`src/rtl/mcpu_pkg.sv`:
```
// Shared encodings for the MCPU controller: opcodes, functs, ALU commands, states, mux selects.
// Also holds the per-state control decode used to register the controller outputs.
package mcpu_pkg;

    localparam logic [5:0] OP_RTYPE = 6'h00;
    localparam logic [5:0] OP_J     = 6'h02;
    localparam logic [5:0] OP_JAL   = 6'h03;
    localparam logic [5:0] OP_BEQ   = 6'h04;
    localparam logic [5:0] OP_BNE   = 6'h05;
    localparam logic [5:0] OP_ADDI  = 6'h08;
    localparam logic [5:0] OP_XORI  = 6'h0E;
    localparam logic [5:0] OP_LW    = 6'h23;
    localparam logic [5:0] OP_SW    = 6'h2B;

    localparam logic [5:0] FN_JR  = 6'h08;
    localparam logic [5:0] FN_ADD = 6'h20;
    localparam logic [5:0] FN_SUB = 6'h22;
    localparam logic [5:0] FN_SLT = 6'h2A;

    typedef enum logic [2:0] {
        ALU_ADD  = 3'd0,
        ALU_SUB  = 3'd1,
        ALU_XOR  = 3'd2,
        ALU_SLT  = 3'd3,
        ALU_AND  = 3'd4,
        ALU_NAND = 3'd5,
        ALU_NOR  = 3'd6,
        ALU_OR   = 3'd7
    } alu_op_t;

    typedef enum logic [5:0] {
        S_FETCH      = 6'd0,
        S_DECODE     = 6'd1,
        S_MEM_ADDR   = 6'd2,
        S_LW_READ    = 6'd3,
        S_LW_WB      = 6'd4,
        S_SW_WRITE   = 6'd5,
        S_R_EXEC     = 6'd6,
        S_R_WB       = 6'd7,
        S_I_EXEC     = 6'd8,
        S_I_WB       = 6'd9,
        S_BR_TARGET  = 6'd10,
        S_BR_LATCH   = 6'd11,
        S_BR_RESOLVE = 6'd12,
        S_JUMP       = 6'd13,
        S_JAL        = 6'd14,
        S_JR_EXEC    = 6'd15,
        S_JR_PC      = 6'd16
    } state_t;

    localparam logic [1:0] SRCA_PC    = 2'd0;
    localparam logic [1:0] SRCA_A     = 2'd1;
    localparam logic [1:0] SRCA_BEN   = 2'd2;
    localparam logic [1:0] SRCA_ZERO  = 2'd3;
    localparam logic [1:0] SRCB_BRIMM = 2'd0;
    localparam logic [1:0] SRCB_IMM   = 2'd1;
    localparam logic [1:0] SRCB_B     = 2'd2;
    localparam logic [1:0] SRCB_FOUR  = 2'd3;
    localparam logic [1:0] PCSRC_BR   = 2'd0;
    localparam logic [1:0] PCSRC_JUMP = 2'd1;
    localparam logic [1:0] PCSRC_PC4  = 2'd2;
    localparam logic [1:0] PCSRC_ALU  = 2'd3;
    localparam logic       DST_RD     = 1'b0;
    localparam logic       DST_RT     = 1'b1;
    localparam logic       REGIN_MDR  = 1'b0;
    localparam logic       REGIN_ALU  = 1'b1;
    localparam logic       MEMIN_PC   = 1'b0;
    localparam logic       MEMIN_ALU  = 1'b1;

    typedef struct packed {
        logic       pc_we;
        logic       ir_we;
        logic       mem_we;
        logic       reg_we;
        logic       a_we;
        logic       b_we;
        logic       ben_we;
        logic       save_pc4;
        logic       mem_in;
        logic       dst;
        logic       reg_in;
        logic       immer;
        logic       jal;
        logic       beq_bne;
        logic [1:0] alu_src_a;
        logic [1:0] alu_src_b;
        alu_op_t    alu_op;
        logic [1:0] pc_src;
    } ctrl_t;

    function automatic ctrl_t ctrl_decode(input state_t s, input logic [5:0] opcode,
                                          input logic [5:0] funct);
        ctrl_t c;
        c        = '0;
        c.alu_op = ALU_ADD;
        case (s)
            S_FETCH: begin
                c.ir_we     = 1'b1;
                c.save_pc4  = 1'b1;
                c.mem_in    = MEMIN_PC;
                c.alu_src_a = SRCA_PC;
                c.alu_src_b = SRCB_FOUR;
            end
            // alu_reg captures PC+4 here so JAL can later write it as the link address
            S_DECODE: begin
                c.a_we      = 1'b1;
                c.b_we      = 1'b1;
                c.pc_we     = 1'b1;
                c.pc_src    = PCSRC_PC4;
                c.alu_src_a = SRCA_PC;
                c.alu_src_b = SRCB_FOUR;
            end
            S_MEM_ADDR: begin
                c.alu_src_a = SRCA_A;
                c.alu_src_b = SRCB_IMM;
            end
            S_LW_READ:  c.mem_in = MEMIN_ALU;
            S_LW_WB: begin
                c.reg_we = 1'b1;
                c.dst    = DST_RT;
                c.reg_in = REGIN_MDR;
            end
            S_SW_WRITE: begin
                c.mem_in = MEMIN_ALU;
                c.mem_we = 1'b1;
            end
            S_R_EXEC: begin
                c.alu_src_a = SRCA_A;
                c.alu_src_b = SRCB_B;
                c.alu_op    = (funct == FN_SUB) ? ALU_SUB :
                              (funct == FN_SLT) ? ALU_SLT : ALU_ADD;
            end
            S_R_WB: begin
                c.reg_we = 1'b1;
                c.dst    = DST_RD;
                c.reg_in = REGIN_ALU;
            end
            S_I_EXEC: begin
                c.alu_src_a = SRCA_A;
                c.alu_src_b = SRCB_IMM;
                if (opcode == OP_XORI) begin
                    c.alu_op = ALU_XOR;
                    c.immer  = 1'b1;
                end
            end
            S_I_WB: begin
                c.reg_we = 1'b1;
                c.dst    = DST_RT;
                c.reg_in = REGIN_ALU;
            end
            S_BR_TARGET: begin
                c.alu_src_a = SRCA_PC;
                c.alu_src_b = SRCB_BRIMM;
            end
            S_BR_LATCH: c.ben_we = 1'b1;
            S_BR_RESOLVE: begin
                c.alu_src_a = SRCA_A;
                c.alu_src_b = SRCB_B;
                c.alu_op    = ALU_SUB;
                c.pc_we     = 1'b1;
                c.pc_src    = PCSRC_BR;
                c.beq_bne   = (opcode == OP_BNE);
            end
            S_JUMP: begin
                c.pc_we  = 1'b1;
                c.pc_src = PCSRC_JUMP;
            end
            S_JAL: begin
                c.pc_we  = 1'b1;
                c.pc_src = PCSRC_JUMP;
                c.reg_we = 1'b1;
                c.jal    = 1'b1;
                c.reg_in = REGIN_ALU;
            end
            S_JR_EXEC: begin
                c.alu_src_a = SRCA_A;
                c.alu_src_b = SRCB_B;
            end
            S_JR_PC: begin
                c.pc_we  = 1'b1;
                c.pc_src = PCSRC_ALU;
            end
            default: c.alu_op = ALU_ADD;
        endcase
        return c;
    endfunction

endpackage

```
`src/rtl/instr_fields.sv`:
```
// Splits the held instruction word into its MIPS fields.
// Purely combinational, zero latency; no flow control.
module instr_fields (
    input  logic [31:0] instruction,
    output logic [5:0]  opcode,
    output logic [4:0]  rs,
    output logic [4:0]  rt,
    output logic [4:0]  rd,
    output logic [4:0]  shamt,
    output logic [5:0]  funct,
    output logic [15:0] imm,
    output logic [25:0] address
);

    assign opcode  = instruction[31:26];
    assign rs      = instruction[25:21];
    assign rt      = instruction[20:16];
    assign rd      = instruction[15:11];
    assign shamt   = instruction[10:6];
    assign funct   = instruction[5:0];
    assign imm     = instruction[15:0];
    assign address = instruction[25:0];

endmodule

```
`src/rtl/mcpu_control_fsm.sv`:
```
// Multi-cycle MIPS-subset controller: sequences states and drives all datapath controls.
// Outputs are registered alongside the state (Moore); no backpressure, one state per cycle.
module mcpu_control_fsm
    import mcpu_pkg::*;
#(
    parameter int STATE_W = 6
) (
    input  logic               clk,
    input  logic               reset,
    input  logic [31:0]        instruction,
    output logic [4:0]         rs,
    output logic [4:0]         rt,
    output logic [4:0]         rd,
    output logic [4:0]         shamt,
    output logic [5:0]         funct,
    output logic [15:0]        imm,
    output logic [25:0]        address,
    output logic [STATE_W-1:0] state,
    output logic               pc_we,
    output logic               ir_we,
    output logic               mem_we,
    output logic               reg_we,
    output logic               a_we,
    output logic               b_we,
    output logic               ben_we,
    output logic               save_pc4,
    output logic               mem_in,
    output logic               dst,
    output logic               reg_in,
    output logic               immer,
    output logic               jal,
    output logic               beq_bne,
    output logic [1:0]         alu_src_a,
    output logic [1:0]         alu_src_b,
    output logic [2:0]         alu_op,
    output logic [1:0]         pc_src
);

    logic [5:0] opcode;
    state_t     state_q;
    state_t     nxt;
    ctrl_t      ctrl_q;

    instr_fields u_fields (
        .instruction (instruction),
        .opcode      (opcode),
        .rs          (rs),
        .rt          (rt),
        .rd          (rd),
        .shamt       (shamt),
        .funct       (funct),
        .imm         (imm),
        .address     (address)
    );

    always_comb begin
        nxt = S_FETCH;
        case (state_q)
            S_FETCH:  nxt = S_DECODE;
            S_DECODE: begin
                case (opcode)
                    OP_LW, OP_SW:     nxt = S_MEM_ADDR;
                    OP_RTYPE: begin
                        if (funct == FN_ADD || funct == FN_SUB || funct == FN_SLT)
                            nxt = S_R_EXEC;
                        else if (funct == FN_JR)
                            nxt = S_JR_EXEC;
                        else
                            nxt = S_FETCH;
                    end
                    OP_ADDI, OP_XORI: nxt = S_I_EXEC;
                    OP_BEQ, OP_BNE:   nxt = S_BR_TARGET;
                    OP_J:             nxt = S_JUMP;
                    OP_JAL:           nxt = S_JAL;
                    default:          nxt = S_FETCH;
                endcase
            end
            S_MEM_ADDR:   nxt = (opcode == OP_LW) ? S_LW_READ : S_SW_WRITE;
            S_LW_READ:    nxt = S_LW_WB;
            S_R_EXEC:     nxt = S_R_WB;
            S_I_EXEC:     nxt = S_I_WB;
            S_BR_TARGET:  nxt = S_BR_LATCH;
            S_BR_LATCH:   nxt = S_BR_RESOLVE;
            S_JR_EXEC:    nxt = S_JR_PC;
            default:      nxt = S_FETCH;
        endcase
    end

    // Outputs are decoded from the next state so they line up with state_q after the edge.
    always_ff @(posedge clk) begin
        if (reset) begin
            state_q <= S_FETCH;
            ctrl_q  <= ctrl_decode(S_FETCH, opcode, funct);
        end else begin
            state_q <= nxt;
            ctrl_q  <= ctrl_decode(nxt, opcode, funct);
        end
    end

    assign state     = STATE_W'(state_q);
    assign pc_we     = ctrl_q.pc_we    & ~reset;
    assign ir_we     = ctrl_q.ir_we    & ~reset;
    assign mem_we    = ctrl_q.mem_we   & ~reset;
    assign reg_we    = ctrl_q.reg_we   & ~reset;
    assign a_we      = ctrl_q.a_we     & ~reset;
    assign b_we      = ctrl_q.b_we     & ~reset;
    assign ben_we    = ctrl_q.ben_we   & ~reset;
    assign save_pc4  = ctrl_q.save_pc4 & ~reset;
    assign mem_in    = ctrl_q.mem_in;
    assign dst       = ctrl_q.dst;
    assign reg_in    = ctrl_q.reg_in;
    assign immer     = ctrl_q.immer;
    assign jal       = ctrl_q.jal;
    assign beq_bne   = ctrl_q.beq_bne;
    assign alu_src_a = ctrl_q.alu_src_a;
    assign alu_src_b = ctrl_q.alu_src_b;
    assign alu_op    = ctrl_q.alu_op;
    assign pc_src    = ctrl_q.pc_src;

endmodule

```
`config.mk`:
```
export PLATFORM = sky130hd
export DESIGN_NAME = mcpu_control_fsm
export DESIGN_NICKNAME = d
export VERILOG_FILES = /design/src/rtl/mcpu_pkg.sv /design/src/rtl/instr_fields.sv /design/src/rtl/mcpu_control_fsm.sv
export SDC_FILE = /design/constraint.sdc
export NUM_CORES = 1
export LEC_CHECK = 0
export CORE_MARGIN = 2
export CORE_UTILIZATION = 25
export CTS_BUF_LIST = sky130_fd_sc_hd__clkbuf_8 sky130_fd_sc_hd__clkbuf_16
export CTS_CLUSTER_SIZE = 28
export DETAILED_ROUTE_END_ITERATION = 10
export DONT_BUFFER_PORTS = 1
export GPL_ROUTABILITY_DRIVEN = 0
export HOLD_SLACK_MARGIN = 0.06
export PLACE_DENSITY = 0.48
export SLEW_MARGIN = 25
export SYNTH_ARGS = -nofsm -noshare
export SYNTH_HDL_FRONTEND = slang
export SYNTH_HIERARCHICAL = 1
export SYNTH_SLANG_ARGS = --single-unit
```
`constraint.sdc`:
```
create_clock -name clk -period 4.4 [get_ports clk]
set_clock_uncertainty 0.2 [all_clocks]
set_input_delay 0.66 -clock clk [delete_from_list [all_inputs] [get_ports clk]]
set_output_delay 0.66 -clock clk [all_outputs]
set_load 0.05 [all_outputs]
```
# Word-level counts from Yosys, hierarchy flattened
# Index checks and enable logic that the tools add are counted.
op_classes:
  eq_ne: 35
  muxes: 22
  bitwise: 10
  n_reduce_logical: 19
ops:
  columns: ["cell", "count"]
  rows:
  - ["$eq A6 B4 Y1 const B", 14]
  - ["$pmux W5 S9", 1]
  - ["$eq A6 B3 Y1 const B", 7]
  - ["$eq A6 B2 Y1 const B", 6]
  - ["$eq A6 B6 Y1 const B", 5]
  - ["$pmux W4 S6", 1]
  - ["$reduce_or A2 Y1", 10]
  - ["$logic_not A6 Y1", 3]
  - ["$eq A6 B1 Y1 const B", 2]
  - ["$pmux W2 S3", 2]
  - ["$mux W1", 10]
  - ["$pmux W3 S3", 1]
  - ["$mux W2", 4]
  - ["$mux W4", 2]
  - ["$and A1 B1 Y1", 7]
  - ["$eq A6 B5 Y1 const B", 1]
  - ["$reduce_or A3 Y1", 2]
  - ["$reduce_or A5 Y1", 1]
  - ["$reduce_or A4 Y1", 1]
  - ["$mux W3", 1]
  - ["$not A1 Y1", 3]
  - ["$logic_or A1 B1 Y1", 2]
word_totals:
  regBits: 28
  inputBits: 34
  word_cells: 104

# Longest topological paths before layout
logic_depth:
  word_depth: 9
  ltp_mapped: 10
  ltp_nobuf: 8

# Hierarchy
# The synthesis kept the hierarchy.
by_module_without_submodules:
  columns: ["mod", "instances", "cells_each", "area_each_um2"]
  rows:
  - ["mcpu_control_fsm", 1, 176, 1473.9]
  - ["instr_fields", 1, 74, 555.5]

# Worst setup path after synthesis
# OpenSTA, ideal clock, no wires.
synth_path:
  path_type: "input-to-reg"
  startpoint: "input instruction[29]"
  endpoint: "register ctrl_q[22] (netlist name)"
  arrival_ns: 2.624
  required_ns: 4.068
  path_slack_ns: 1.444
  path_stages: 10
  n_path_buf: 3
  cell_sequence: "buf_4 -> buf_6 -> or4_4 -> nor3_2 -> nand3_1 -> a2111o_1 -> and2_4 -> buf_6 -> o21ai_0 -> a31oi_1"
synth_via:
  elab_chain_len: 7
synth_lines:
  columns: ["element", "line", "source"]
  rows:
  - ["start, declared", "mcpu_control_fsm.sv:10", "input logic [31:0] instruction,"]
  - ["$eq A6 B3 Y1, or another cell as far along", "mcpu_control_fsm.sv:61", "case (opcode)"]
  - ["$reduce_or A2 Y1", "mcpu_control_fsm.sv:61", null]
  - ["$pmux W4 S6", "mcpu_control_fsm.sv:61", null]
  - ["$pmux W5 S9 *", "mcpu_control_fsm.sv:58", "case (state_q)"]
  - ["$eq A6 B4 Y1, or another cell as far along", "mcpu_pkg.sv:96", "case (s)"]
  - ["$reduce_or A5 Y1 (no line) *", null, null]
  - ["$mux W1 *", "mcpu_pkg.sv:96", null]
  - ["end signal, assigned", "mcpu_control_fsm.sv:93", "ctrl_q <= ctrl_decode(S_FETCH, opcode, funct);"]
  - ["end signal, assigned", "mcpu_control_fsm.sv:96", "ctrl_q <= ctrl_decode(nxt, opcode, funct);"]
  - ["end, declared", "mcpu_control_fsm.sv:42", "ctrl_t ctrl_q;"]
# Every way passes the cells marked *; elsewhere a longest branch is shown, timed or not.
# A chain may end at the register's enable or synchronous reset.

# Worst setup path after layout
layout_path:
  startpoint: "register state_q[3] (netlist: state[3])"
  endpoint: "register ctrl_q (netlist bit dst)"
layout_via:
  elab_chain_len: 5
layout_lines:
  columns: ["element", "line", "source"]
  rows:
  - ["start, declared", "mcpu_control_fsm.sv:40", "state_t state_q;"]
  - ["start signal, assigned", "mcpu_control_fsm.sv:95", "state_q <= nxt;"]
  - ["$eq A6 B4 Y1, or another cell as far along", "mcpu_control_fsm.sv:58", null]
  - ["$pmux W5 S9 *", "mcpu_control_fsm.sv:58", null]
  - ["$eq A6 B4 Y1 / $eq A6 B3 Y1 (equally long branches)", "mcpu_pkg.sv:96", null]
  - ["$reduce_or A2 Y1 (no line) *", null, null]
  - ["$mux W1 *", "mcpu_pkg.sv:96", null]
# Marks and branches as above.

==> results.cfg <==
[outcome]
status = finished clean

[synthesis]
synth_top_area_cell = buf_4
synth_common_cells = buf_4, dfxtp_1, nor2_1, nand2_1, a21oi_1
synthFlopType = dfxtp_1
synth.distinct_cells = 53
synth_cells = 250
yosys.area.top_type_share = 0.326
ys_seq_area_frac = 0.237
synth_seq_cells = 24
yosysWarningCount = 6
ys_async_sr_fraction = 0
synthTopCellsByArea = buf_4, dfxtp_1, nor2_1, a21oi_1, nand3_1
syn_avg_cell_area_sq_um = 8.12
synth_most_common_cell = buf_4
synth-edff-count = 0
syn_area_sq_um = 2030

[floorplan]
die_area_sq_um = 8850
die_h_microns = 94.1
initial_utilization = 0.260
coreArea_sq_um = 7810
rows = 32
ios = 131
fp.dieW_microns = 94.1

[clock_tree]
h-tree-depth = 1
cts_buffers = 3
cts_setup_buffers = 0
ctsResizeCount = 0
postCtsHoldBufs = 0
clk_latency_ns = 0.27
clockBufferDepth = 2
clkTransAtPathRegs_ns = 0.08
clock_sinks = 24
cts_root_buffer = clkbuf_8
cts_tree = yes

[routing]
vias = 1181
vias_per_cell = 4.54
wl_microns = 4000
ant_nets = 0
drtPass1Iterations = 4
drc = 0
wl_per_cell_microns = 15.4
drtIter0Drc = 103

[grt]
grt_pass1_vias = 1152
grt_usage = 0.0904
grt_antenna_before_repair = 0
grt_max_degree = 21
grt_first_pass_wirelength_microns = 6330
gr-total-overflow = 0

[min_path]
hold_path.class = input port to register

[timing]
slew_headroom = 0.276
rsz0062_at_grt = false
setup_tns_ns = 0
final-setup-viol-count = 0
min_period_ns = 3.06
worstMarginPinSlew_ns = 1.08
finalCritPeriodShare = 0.694
fmax_mhz = 327
slew_viol_final = 0
hold_viol = 0

[pwr]
switching_share = 0.278
power_density_nw_per_um2 = 296
p_clk_frac = 0.335
pwr-share-comb = 0.126
leakagePower_nw = 0.473
power_switching_uw = 123
p_int_uw = 320
max-vdd-ir-drop_uv = 116
seq_power_share = 0.539

[worst_setup_path]
cp_data_required_time_ns = 4.35
worstSetupPathType = register to register
path_max_fanout = 11
cp-end-kind = register
cp.arrival_ns = 3.01
start_kind = register

[placed_design]
hpwl_microns = 3090
portBuffers = 0
dp.cells = 256

[finish]
instances_no_fill = 260
drive_gt1_frac = 0.127
area_delta_synth_final_pct = -26.4
layout.nets = 193
diodes = 0

[job]
maxCapViolations = 0
## path summary, 6_finish.rpt
path | from | to | slack (ns) | cells after the start
max | state[3] | dst | 1.34 | 7
min | reset | state[1] | 0.25 | 1
max reg2reg | state[3] | dst | 1.34 | 7
min reg2reg | state[4] | beq_bne | 0.86 | 4
## cells in the final DEF (no fill, tap or decap), types with 3 or more instances in the layout
cell      instances
o21ai_0           4
dfxtp_1          24
xnor2_1           4
conb_1            3
o31ai_1           3
a21oi_1          11
nand2_1          12
nor2b_1           4
a31oi_1           5
nand3_1           9
inv_1             7
nor3_1            5
clkbuf_8          4
nor2_1           15
nor4_1            3
## kinds of logic after synthesis
logic type                Yosys count  synth area share
DFF                                24             0.237
muxes                               1           0.00555
buffers and inverters             105             0.373
and+or+nand+nor                    69             0.198
xor gates and xnor gates            4            0.0173
other                               1           0.00185
AOI/OAI and AO/OA                  46             0.168
## metal layers
metal	up-vias	wire, microns	share of wire	track usage
li1	588	-	-	-
met1	551	1700	0.42	0.108
met2	32	1790	0.45	0.143
met3	10	453	0.11	0.0329
met4	0	63	0.016	0.0411
met5	-	0	0	0
## layout make-up
type | instances | area, sq um
fill | 868 | 6310
multi-input combinational | 123 | 805
sequential | 24 | 480
tap | 102 | 128
clock buffer | 4 | 55.1
inverter | 7 | 26.3
## state kept, by name, indices dropped and copies added (netlist names)
register and cells:
mem_in 1, dst 1, reg_in 1, pc_src 2, immer 1, alu_src_a 1
state 5, ctrl_q 6, jal 1, alu_src_b 2, alu_op 2, beq_bne 1
## per-stage QoR
| step | area (sq um) | util | worst slack, ns | hold WS, ns | power (mW) |
|---|---|---|---|---|---|
| after floorplan | 2040 | - | 1.44 | 0.597 | 0.481 |
| after global placement | 1440 | 0.184 | 1.30 | 0.534 | 0.301 |
| after detailed placement | 1440 | 0.184 | 1.30 | 0.534 | 0.300 |
| after CTS | 1490 | 0.191 | 1.27 | 0.243 | 0.450 |
| after global routing | 1490 | 0.191 | 1.06 | 0.242 | 0.464 |
| final | 1490 | 0.191 | 1.34 | 0.251 | 0.442 |
## power groups by stage
stage / registers (mW) / clock network (mW) / logic [mW]
finish: 0.238 / 0.148 / 0.0559
floorplan: 0.234 / 0 / 0.247
CTS: 0.239 / 0.155 / 0.0562
global route: 0.239 / 0.163 / 0.0613
global placement: 0.244 / 0 / 0.0568
detailed placement: 0.244 / 0 / 0.0560
## critical path, stage by stage, from the launching register on
cell and delay [ns]:
dfxtp_1 0.60, nor4_2 0.52, nand3b_1 0.21, nor4_1 0.50, nor2_1 0.29, nor3_1 0.19, a21oi_1 0.06, nor4b_1 0.36
Power figures use the tool's default switching activity.
